[src/rtl/load_stream_tx_pkg.sv]
// Shared types and constants for the engine load stream transmitter.
package load_stream_tx_pkg;

    localparam int unsigned DEF_NUM_ENGINE = 4;
    localparam int unsigned LIT_IDX_MAX    = 4;

    typedef struct packed {
        logic [15:0] lit_a;
        logic [15:0] lit_b;
    } node_t;

    typedef struct packed {
        logic [3:0]  tag;
        logic [15:0] ptr;
    } dummy_entry_t;

    typedef enum logic [2:0] {
        ST_IDLE   = 3'd0,
        ST_DESC   = 3'd1,
        ST_CHG    = 3'd2,
        ST_CLAUSE = 3'd3,
        ST_PTR    = 3'd4,
        ST_FIN    = 3'd5
    } ld_state_e;

endpackage

[src/rtl/ld_addr_cnt.sv]
// Loadable, enabled up-counter that wraps at 2^W; load wins over enable.
module ld_addr_cnt #(
    parameter int unsigned W = 8
) (
    input  logic         clock,
    input  logic         reset,
    input  logic         load,
    input  logic [W-1:0] load_val,
    input  logic         en,
    output logic [W-1:0] cnt
);

    always_ff @(posedge clock or negedge reset) begin
        if (!reset) begin
            cnt <= '0;
        end else if (load) begin
            cnt <= load_val;
        end else if (en) begin
            cnt <= cnt + W'(1);
        end
    end

endmodule

[src/rtl/load_stream_tx.sv]
// Streams clause and pointer words for a set of engines, one descriptor per engine,
// with a change-engine strobe ahead of every engine after the first.
module load_stream_tx
    import load_stream_tx_pkg::*;
#(
    parameter int unsigned NUM_ENGINE     = DEF_NUM_ENGINE,
    parameter int unsigned PTR_PER_ENGINE = 2 * LIT_IDX_MAX + 1,
    parameter int unsigned CLAUSE_AW      = 12,
    parameter int unsigned PTR_AW         = 10
) (
    input  logic                          clock,
    input  logic                          reset,
    input  logic                          start,
    input  logic [$clog2(NUM_ENGINE):0]   num_engines,
    input  logic                          desc_valid,
    output logic                          desc_ready,
    input  logic [CLAUSE_AW:0]            desc_clause_cnt,
    output logic                          clause_rd_en,
    output logic [CLAUSE_AW-1:0]          clause_rd_addr,
    input  node_t                         clause_rd_data,
    output logic                          ptr_rd_en,
    output logic [PTR_AW-1:0]             ptr_rd_addr,
    input  dummy_entry_t                  ptr_rd_data,
    output node_t                         clause_out,
    output dummy_entry_t                  ptr_out,
    output logic                          load_clause_out,
    output logic                          load_ptr_out,
    output logic                          load_change_engine_out,
    output logic                          busy,
    output logic                          done
);

    localparam int unsigned NE_W   = $clog2(NUM_ENGINE) + 1;
    localparam int unsigned PCNT_W = $clog2(PTR_PER_ENGINE + 1);
    localparam int unsigned REM_W  = (CLAUSE_AW + 1 > PCNT_W) ? CLAUSE_AW + 1 : PCNT_W;

    ld_state_e        state_q, state_d;
    logic [NE_W-1:0]  num_eng_q, num_eng_d;
    logic [NE_W-1:0]  eng_idx_q, eng_idx_d;
    logic [REM_W-1:0] rem_q, rem_d;
    logic             addr_clr;
    logic             clause_adv;
    logic             ptr_adv;

    // Next-state, read-countdown and address-counter control.
    always_comb begin
        state_d    = state_q;
        num_eng_d  = num_eng_q;
        eng_idx_d  = eng_idx_q;
        rem_d      = rem_q;
        addr_clr   = 1'b0;
        clause_adv = 1'b0;
        ptr_adv    = 1'b0;
        case (state_q)
            ST_IDLE: begin
                if (start) begin
                    addr_clr  = 1'b1;
                    eng_idx_d = '0;
                    num_eng_d = (num_engines > NE_W'(NUM_ENGINE)) ? NE_W'(NUM_ENGINE) : num_engines;
                    state_d   = (num_engines == '0) ? ST_FIN : ST_DESC;
                end
            end
            ST_DESC: begin
                if (desc_valid && desc_ready) begin
                    rem_d = REM_W'(desc_clause_cnt);
                    if (eng_idx_q != '0) begin
                        state_d = ST_CHG;
                    end else if (desc_clause_cnt == '0) begin
                        state_d = ST_PTR;
                        rem_d   = REM_W'(PTR_PER_ENGINE);
                    end else begin
                        state_d = ST_CLAUSE;
                    end
                end
            end
            ST_CHG: begin
                if (rem_q == '0) begin
                    state_d = ST_PTR;
                    rem_d   = REM_W'(PTR_PER_ENGINE);
                end else begin
                    state_d = ST_CLAUSE;
                end
            end
            ST_CLAUSE: begin
                clause_adv = 1'b1;
                rem_d      = rem_q - REM_W'(1);
                if (rem_q == REM_W'(1)) begin
                    state_d = ST_PTR;
                    rem_d   = REM_W'(PTR_PER_ENGINE);
                end
            end
            ST_PTR: begin
                ptr_adv = 1'b1;
                rem_d   = rem_q - REM_W'(1);
                if (rem_q == REM_W'(1)) begin
                    eng_idx_d = eng_idx_q + NE_W'(1);
                    state_d   = ((eng_idx_q + NE_W'(1)) == num_eng_q) ? ST_FIN : ST_DESC;
                end
            end
            ST_FIN:  state_d = ST_IDLE;
            default: state_d = ST_IDLE;
        endcase
    end

    // State, counters and every strobe are registered; strobes decode the next state.
    always_ff @(posedge clock or negedge reset) begin
        if (!reset) begin
            state_q                <= ST_IDLE;
            num_eng_q              <= '0;
            eng_idx_q              <= '0;
            rem_q                  <= '0;
            desc_ready             <= 1'b0;
            clause_rd_en           <= 1'b0;
            ptr_rd_en              <= 1'b0;
            busy                   <= 1'b0;
            done                   <= 1'b0;
            load_clause_out        <= 1'b0;
            load_ptr_out           <= 1'b0;
            load_change_engine_out <= 1'b0;
        end else begin
            state_q                <= state_d;
            num_eng_q              <= num_eng_d;
            eng_idx_q              <= eng_idx_d;
            rem_q                  <= rem_d;
            desc_ready             <= (state_d == ST_DESC);
            clause_rd_en           <= (state_d == ST_CLAUSE);
            ptr_rd_en              <= (state_d == ST_PTR);
            busy                   <= (state_d != ST_IDLE);
            done                   <= (state_d == ST_FIN);
            load_clause_out        <= clause_rd_en;
            load_ptr_out           <= ptr_rd_en;
            load_change_engine_out <= (state_q == ST_CHG);
        end
    end

    ld_addr_cnt #(.W(CLAUSE_AW)) u_clause_addr (
        .clock    (clock),
        .reset    (reset),
        .load     (addr_clr),
        .load_val (CLAUSE_AW'(0)),
        .en       (clause_adv),
        .cnt      (clause_rd_addr)
    );

    ld_addr_cnt #(.W(PTR_AW)) u_ptr_addr (
        .clock    (clock),
        .reset    (reset),
        .load     (addr_clr),
        .load_val (PTR_AW'(0)),
        .en       (ptr_adv),
        .cnt      (ptr_rd_addr)
    );

    // Memory data lands in the same cycle as the delayed strobe, so it is gated here.
    assign clause_out = load_clause_out ? clause_rd_data : '0;
    assign ptr_out    = load_ptr_out    ? ptr_rd_data    : '0;

endmodule

[config.mk]
export PLATFORM = sky130hd
export DESIGN_NAME = load_stream_tx
export DESIGN_NICKNAME = d
export VERILOG_FILES = /design/src/rtl/load_stream_tx_pkg.sv /design/src/rtl/ld_addr_cnt.sv /design/src/rtl/load_stream_tx.sv
export SDC_FILE = /design/constraint.sdc
export NUM_CORES = 1
export LEC_CHECK = 0
export CORE_UTILIZATION = 30
export DETAILED_ROUTE_END_ITERATION = 8
export PLACE_DENSITY_LB_ADDON = 0.08
export RECOVER_POWER = 100
export SETUP_SLACK_MARGIN = 0.4
export SLEW_MARGIN = 30
export SYNTH_ARGS = -nofsm -noshare
export SYNTH_HDL_FRONTEND = slang
export SYNTH_HIERARCHICAL = 1
export SYNTH_SLANG_ARGS = --single-unit
[constraint.sdc]
create_clock -name clock -period 7 [get_ports clock]
set_input_delay 1.05 -clock clock [delete_from_list [all_inputs] [get_ports clock]]
set_output_delay 1.05 -clock clock [all_outputs]
set_load 0.01 [all_outputs]
==> results of run 1 <==
[area by class of cell]
cell class                 instances  area, sq um
inverter                          15        56.30
sequential                        52         1301
clock inverter                     3        47.55
fill                            1041         5674
clock buffer                       5        68.82
tap                              140        175.2
multi-input combinational        314         1983
timing repair buffer             155         1534
[routing by layer]
layer | part of all wire | vias up | GRT usage | wire [microns]
met4 | 0.0075 | 0 | 0.04305 | 77
met3 | 0.076 | 6 | 0.03208 | 782
met5 | 0 | - | 0 | 0
li1 | - | 1680 | - | -
met2 | 0.48 | 137 | 0.3106 | 4929
met1 | 0.44 | 1612 | 0.2308 | 4478
[worst paths after layout]
| kind | start | endpoint | slack, ps | cells after the start |
|---|---|---|---|---|
| max | start | u_clause_addr/cnt[8] | 3000 | 7 |
| min in group asynchronous | reset | u_clause_addr/cnt[9] | 1740 | 2 |
| min reg2reg | ptr_rd_en | load_ptr_out | 380 | 0 |
| max reg2reg | state_q[0] | u_clause_addr/cnt[8] | 3690 | 6 |
| min | ptr_rd_en | load_ptr_out | 380 | 0 |
| max in group asynchronous | reset | rem_q[8] | 3580 | 2 |
[metrics by stage]
step | cells | setup slack, ps | utilization | total power [mW] | hold WS, ps
after floorplan | 398 | 4355 | - | 1.178 | 416.0
after global placement | 676 | 3410 | 0.4668 | 1.626 | 359.4
after detailed placement | 676 | 3353 | 0.4668 | 1.644 | 368.4
after CTS | 684 | 3694 | 0.4775 | 1.869 | 390.5
after global routing | 684 | 2694 | 0.4766 | 1.945 | 402.3
final | 684 | 3002 | 0.4766 | 1.793 | 382.2
[cell families (layout without fill, tap and decap cells)]
kind of cell    after synthesis  after routing
compound gates               80             80
xor+xnor                     11             11
fa+ha+maj                     6              6
buf+inv                      32            178
flops                        52             52
mux                           4              4
other cells                   1             22
simple gates                191            191
[where the power goes]
group	switching, mW	total, mW	internal (mW)
clock	0.109	0.217	0.108
combinational	0.484	0.953	0.469
sequential	0.191	0.623	0.432
[registers in the layout (all words and copies together) (netlist names), 3 cells and up]
register           cells
eng_idx_q              3
num_eng_q              3
rem_q                 13
state_q                3
u_clause_addr/cnt     12
u_ptr_addr/cnt        10
[synth_stat cells, types with 2 or more instances]
cell	number
o31ai_1	5
buf_2	3
or3b_2	2
nor4_1	8
a221oi_1	2
a21oi_1	6
o211ai_1	5
nand4_4	2
nor2b_1	3
o21ai_0	28
inv_1	15
or4_1	11
o2bb2ai_1	5
nand2_1	35
dfrtp_1	52
and2_1	52
nand4_1	9
clkbuf_1	13
a31oi_1	4
ha_1	6
nand3_1	15
mux2i_1	3
o22ai_1	2
nor3b_1	3
a22oi_1	3
a32oi_1	4
or4_4	2
or4b_1	3
xor2_1	7
a21o_1	2
and3_1	2
nor3_1	9
nor2_1	22
nand2b_1	5
xnor2_1	3
a221o_1	3
[critical path, cell delays in order]
cell           delay [ps]
dlygate4sd3_1         520
or4b_1                580
inv_1                 410
clkbuf_1              730
inv_1                 390
o311a_2               250
a221o_1               260
==> results_dict.tcl, run 1 <==
set metrics [dict create \
    core_area_sq_um 10840 \
    via_per_inst 5.022 \
    fin_crit_sh 0.5711 \
    slew_headroom -0.9374 \
    crit_type "primary input to register" \
    dieArea_sq_um 11540 \
    avgSynthCellArea_sq_um 8.848 \
    synthToLayoutAreaGrowth_pct 54.88 \
    dr.pass1.iters 4 \
    ctsHoldBuffers 0 \
    synth_top_family_by_area "simple AND/OR/NAND/NOR gates" \
    max_freq_ghz 0.2501 \
    io_buffers 153 \
    antenna_found_initial 0 \
    syn_inst 377 \
    cts-htree-levels 2 \
    routabilityCongestion 0.8279 \
    netlist_area_sq_um 3336 \
    synthXorXnorAreaFrac 0.03338 \
    synth.area.mux_share 0.01238 \
    path_clk_slew_ps 110 \
    design_area_sq_um 5166 \
    grt_remaining_overflow 0 \
    hold_viol 0 \
    grt_pass1_vias 3215 \
    ys_types 59 \
    cts_buffer_depth 2 \
    setup_viol_count_final 0 \
    synth_enable_flop_cells 0 \
    root_buffer "clkbuf_8" \
    numCtsBuffers 5 \
    grt_max_degree 53 \
    yosysSeqAreaShare 0.3901 \
    cp_max_fo 25 \
    hold_path_class "register to register" \
    postCtsResizedCells 0 \
    synth_area_leaders "dfrtp_1 (39%), and2_1 (9.8%), o21ai_0 (4.2%)" \
    cp_data_required_time_ps 7210 \
    synth_compound_area_frac 0.1643 \
    slew_viol_final 53 \
    status "finished, violations left" \
    end_kind "register" \
    rows 38 \
    synth-main-ff-cell "dfrtp_1" \
    post_cts_buffers 0 \
    leakagePower_nw 2.186 \
    gr-usage-all-layers 0.1794 \
    yosys.area.top_type "dfrtp_1" \
    period_needed_ps 3998 \
    initial_utilization 0.3077 \
    drc_errors 0 \
    post_drt_wl_per_cell_microns 15.01 \
    rsz0062_at_grt "false" \
    cts_num_sinks 52 \
    insertion_delay_ps 320 \
    ios 154 \
    drive_above_1_share 0.04044 \
    diodes 0 \
    synth-seq-cells 52 \
    dieHeight_microns 107.4 \
    power_density_nw_per_um2 347.0 \
    vias 3435 \
    drtAntennaViolNets 0 \
    synthAdderAreaFrac 0.02251 \
    arrival_ps 4210 \
    cts_tree "yes" \
    nets 621 \
    final_common_cell "dlygate4sd3_1" \
    yosysTopAreaCellShare 0.3901 \
    violations "capacitance limit, slew limit" \
    drt_iter0_drc 196 \
    dp_hpwl_microns 7954 \
    die_w_microns 107.4 \
    grt_pass1_wl_microns 16440 \
    synth_warnings 6 \
    routed_wl_microns 10270 \
    final_cell_mix "dlygate4sd3_1 (85), clkdlybuf4s50_1 (67), and2_1 (52), dfrtp_1 (52), nand2_1 (35)" \
    synthSimpleGateAreaFrac 0.3380 \
    place_area_sq_um 5060 \
    start_kind "primary input" \
    finClkSkew_ps 17.71 \
    setup_tns_ps 0 \
    maxCapViolations 1 \
    worst_pin_slew_ps 2906 \
    async_reset_ff_frac 1.000 \
    ir_worst_vdd_uv 167.7 \
]
No activity file was read; power rests on OpenSTA's default activity.
==> inputs of run 2 (changes only) <==
clock period = 3.6 ns   (was 7 ns; I/O delays follow)
==> run 2 against run 1 <==
Effect of this change: critical path depth fell by 2; non-clock buffer count is 2 higher; sequential power is 94% higher; the run still ends with capacitance limit, slew limit left; via count decreased by 0.84%.
==> results_dict.tcl, run 2 (synthesis results as in run 1) <==
set metrics [dict create \
    period_needed_ps 3014 \
    io_buffers 153 \
    cp_max_fo 14 \
    reg2reg_depth 5 \
    post_cts_buffers 0 \
    cts-htree-levels 2 \
    slew_viol_final 29 \
    post_drt_wl_per_cell_microns 15.15 \
    rows 38 \
    nets 623 \
    critPathSlowestCell "a21oi_1" \
    grt_max_degree 34 \
    postCtsResizedCells 0 \
    hold_depth 0 \
    hold_path_class "register to register" \
    die_w_microns 107.4 \
    status "finished, violations left" \
    cp_data_required_time_ps 3800 \
    rsz0062_at_grt "false" \
    path_cells "or4_1 -> or3_1 -> a21oi_1 -> o21ai_0 -> a211o_1" \
    power_density_nw_per_um2 666.3 \
    arrival_ps 3210 \
    crit_type "register to register" \
    largest-register "rem_q" \
    root_buffer "clkbuf_8" \
    routed_wl_microns 10390 \
    vias 3406 \
    top_regs "rem_q x13, u_clause_addr/cnt x12, u_ptr_addr/cnt x10" \
    synthToLayoutAreaGrowth_pct 53.83 \
    gr-usage-all-layers 0.1790 \
    ios 154 \
    design_area_sq_um 5131 \
    fin_crit_sh 0.8371 \
    largest_reg_flops 13 \
    grt_pass1_vias 3151 \
    grt_remaining_overflow 0 \
    hold_viol 0 \
    diodes 0 \
    cts_tree "yes" \
    worst_pin_slew_ps 1575 \
    initial_utilization 0.3077 \
    r2r_slack_ps 590 \
    end_kind "register" \
    maxCapViolations 1 \
    ir_worst_vdd_uv 270.3 \
    violations "capacitance limit, slew limit" \
    place_area_sq_um 5075 \
    grt_pass1_wl_microns 16210 \
    setup_tns_ps 0 \
    leakagePower_nw 2.115 \
    via_per_inst 4.965 \
    max_freq_ghz 0.3318 \
    final_cell_mix "clkdlybuf4s50_1 (86), dlygate4sd3_1 (66), dfrtp_1 (52), nand2_1 (35), and2_1 (35)" \
    slew_headroom -0.05028 \
    dieArea_sq_um 11540 \
    finClkSkew_ps 13.75 \
    drive_above_1_share 0.03297 \
    antenna_found_initial 0 \
    dieHeight_microns 107.4 \
    dr.pass1.iters 4 \
    drtAntennaViolNets 0 \
    setup_viol_count_final 0 \
    core_area_sq_um 10840 \
    cts_num_sinks 52 \
    insertion_delay_ps 310 \
    fillers 1058 \
    routabilityCongestion 0.8453 \
    drc_errors 0 \
    ctsHoldBuffers 0 \
    path_clk_slew_ps 100 \
    drt_iter0_drc 142 \
    start_kind "register" \
    critPathMaxStageDelay_ps 820 \
    dp_hpwl_microns 8117 \
    final_common_cell "clkdlybuf4s50_1" \
    numCtsBuffers 5 \
    cts_buffer_depth 2 \
]
-- run 2: cell types whose count changed in the layout (fill, tap and decap cells not counted), moves of 2 or more --
| cell | previous run | this run |
|---|---|---|
| and2_0 | 2 | 19 |
| and2_1 | 52 | 35 |
| clkbuf_1 | 2 | 5 |
| clkdlybuf4s50_1 | 67 | 86 |
| clkinv_2 | 0 | 2 |
| dlygate4sd3_1 | 85 | 66 |
-- run 2: final cells by class --
cell class                 instances  area (sq um)  area share
clock buffer                       5         68.82     0.01341
clock inverter                     3         18.77    0.003658
inverter                          15         56.30     0.01097
multi-input combinational        314          1971      0.3841
sequential                        52          1301      0.2536
tap                              140         175.2     0.03414
timing repair buffer             157          1540      0.3002
-- run 2: worst paths after layout --
check	startpoint	end
worst max-delay path	rem_q[4]	rem_q[9]
worst min-delay path	ptr_rd_en	load_ptr_out
worst max register to register	rem_q[4]	rem_q[9]
worst min register to register	ptr_rd_en	load_ptr_out
max in group asynchronous	reset	rem_q[1]
min in group asynchronous	reset	u_clause_addr/cnt[11]
-- run 2: worst max-delay path: cells and delay by family (launching register included) --
kind,cells,cell delay [ps]
compound gates,3,1350
flops,1,470
simple gates,2,1080
-- run 2: stage by stage --
step,power (mW),worst slack (ps),hold WS (ps),utilization,cells
after floorplan,2.290,1362,244.4,-,398
after global routing,3.709,415.6,395.4,0.4733,686
final,3.419,586.4,379.5,0.4733,686
after detailed placement,3.211,915.8,366.8,0.4681,678
after CTS,3.567,981.2,232.0,0.4762,686
after global placement,3.191,961.6,359.7,0.4681,678
-- run 2: metal layers --
metal,wire length (microns),part of all wire,track usage
met4,77,0.0074,0.04207
met5,0,0,0
met1,4584,0.44,0.2340
met2,5023,0.48,0.3111
met3,708,0.068,0.02542
-- run 2: where the power goes --
group / internal [mW] / leakage, nW / switching, mW / total (mW)
clock network: 0.136 / 0.0479 / 0.208 / 0.345
registers: 0.839 / 0.636 / 0.370 / 1.21
logic: 0.924 / 1.43 / 0.941 / 1.86
total: 1.90 / 2.11 / 1.52 / 3.42
==> inputs of run 3 (changes only) <==
clock period = 2.5 ns   (was 3.6 ns; I/O delays follow)
==> run 3 against run 2 <==
Effect of this change: the flow still finishes with violations (capacitance limit, slew limit); wire length grew 3.7%; non-clock buffer count grew 46; global-route usage grew 0.87 points; register-to-register slack lost 400 ps; combinational power grew 91%; flip-flop and latch count is the same; setup slack lost 400 ps; first-iteration DRC count shrank 0.70%; die area is the same; via count grew 7.2%; worst hold slack gained 3.9 ps; total power grew 76%; critical path type unchanged; highest routed layer unchanged.
==> results_dict.tcl, run 3 (synthesis results as in run 1) <==
set metrics [dict create \
    worst_slack_ps 181.8 \
    cp_num_buf_inv 2 \
    antenna_found_initial 0 \
    worst_pin_slew_ps 1700 \
    instances_no_fill 732 \
    dr.pass1.iters 4 \
    finClkSkew_ps 10.64 \
    cts_buffer_depth 2 \
    initial_utilization 0.3077 \
    slew_headroom -0.1330 \
    rsz0062_at_grt "true" \
    violations "capacitance limit, slew limit" \
    grt_max_degree 34 \
    path_cells "inv_2 -> ha_4 -> or4b_4 -> or3_1 -> a21oi_4 -> buf_12 -> o21ai_1 -> a221o_1" \
    grt_pass1_wl_microns 17060 \
    io_buffers 153 \
    met1_usage 0.2250 \
    ios 154 \
    drtAntennaViolNets 0 \
    fin_crit_sh 0.9273 \
    post_drt_wl_per_cell_microns 14.72 \
    grt_remaining_overflow 0 \
    crit_type "register to register" \
    power_density_nw_per_um2 1054 \
    die_w_microns 107.4 \
    diodes 0 \
    core_area_sq_um 10840 \
    path_delay_family "simple AND/OR/NAND/NOR gates" \
    dieArea_sq_um 11540 \
    arrival_ps 2520 \
    cp_max_fo 8 \
    critical_path_cell_count 8 \
    critPathMaxStageDelay_ps 450 \
    routed_wl_microns 10780 \
    hold_depth 0 \
    top_regs "rem_q x13, u_clause_addr/cnt x12, u_ptr_addr/cnt x10" \
    grtUsageMet2 0.3488 \
    drt_iter0_drc 141 \
    nets 669 \
    dp.cells 698 \
    numCtsBuffers 5 \
    ir_worst_vdd_uv 555.3 \
    critPathSlowestCell "or4b_4" \
    place_ws_ps 92.25 \
    dieHeight_microns 107.4 \
    insertion_delay_ps 310 \
    grt_pass1_vias 3448 \
    drc_errors 0 \
    via_per_inst 4.988 \
    dp_hpwl_microns 8215 \
    max_freq_ghz 0.4314 \
    hold_viol 0 \
    root_buffer "clkbuf_8" \
    final_cell_mix "clkdlybuf4s50_1 (76), dlygate4sd3_1 (76), dfrtp_1 (48), and2_1 (47)" \
    finalCoreUtilization 0.5268 \
    period_needed_ps 2318 \
    maxCapViolations 1 \
    fillers 1010 \
    cts-htree-levels 2 \
    drive_above_1_share 0.1503 \
    routabilityCongestion 0.9033 \
    status "finished, violations left" \
    setup_tns_ps 0 \
    busiest_layer "met2" \
    hold_path_class "register to register" \
    cts_tree "yes" \
    use_met3 0.03087 \
    vias 3651 \
    path_clk_slew_ps 100 \
    slew_viol_final 31 \
    largest_reg_flops 13 \
    start_kind "register" \
    leakagePower_nw 2.407 \
    synthToLayoutAreaGrowth_pct 71.19 \
    setup_viol_count_final 0 \
    end_kind "register" \
    cp_data_required_time_ps 2700 \
    rows 38 \
    largest-register "rem_q" \
    reg2reg_depth 8 \
    cts_num_sinks 52 \
    gr-usage-all-layers 0.1878 \
]
-- run 3: what timing repair did --
| action | in CTS | in global routing |
|---|---|---|
| resized for setup | 38 | 17 |
| endpoints found under the setup margin | 58 | 46 |
| pin swaps | 17 | 7 |
| hold buffers | 0 | 0 |
| setup buffers | 15 | 11 |
-- run 3: cell type report --
cell class / count / area [sq um] / area share
inverters: 15 / 56.30 / 0.009860
clock inverters: 3 / 68.82 / 0.01205
well taps: 140 / 175.2 / 0.03067
flip-flops and latches: 52 / 1309 / 0.2292
repair buffers: 203 / 1911 / 0.3346
multi-input cells: 314 / 2122 / 0.3716
clock buffers: 5 / 68.82 / 0.01205
-- run 3: per-stage QoR --
step	hold slack [ps]	power, mW	cell area [sq um]
2_1_floorplan	79.41	3.347	3440
3_3_place_gp	360.4	4.764	5243
3_5_place_dp	370.1	4.806	5243
4_1_cts	122.4	5.985	5628
5_1_grt	405.4	6.475	5710
6_report	383.3	6.021	5710
-- run 3: worst paths after layout --
| check | slack (ps) | endpoint | start |
|---|---|---|---|
| max | 180 | rem_q[4] | rem_q[1] |
| min | 380 | load_ptr_out | ptr_rd_en |
| max reg2reg | 180 | rem_q[4] | rem_q[1] |
| min reg2reg | 380 | load_ptr_out | ptr_rd_en |
| max in group asynchronous | 610 | rem_q[8] | reset |
| min in group asynchronous | 490 | u_clause_addr/cnt[9] | reset |
-- run 3: metal layers --
metal,wire [microns],up-vias
met5,0,-
met2,5474,130
met3,740,9
met1,4446,1734
li1,-,1778
met4,113,0
-- run 3: where the power goes --
part / internal [mW] / leakage [nW] / switching (mW) / total [mW]
Sequential: 1.22 / 0.632 / 0.536 / 1.76
Combinational: 1.91 / 1.71 / 1.64 / 3.55
Clock: 0.403 / 0.0687 / 0.307 / 0.710
Total: 3.53 / 2.41 / 2.49 / 6.02
-- run 3: worst register-to-register path: stages, from the launching register on --
cell and delay (ps):
dfrtp_1 410, inv_2 100, ha_4 130, or4b_4 450, or3_1 440, a21oi_4 190
buf_12 140, o21ai_1 70, a221o_1 290
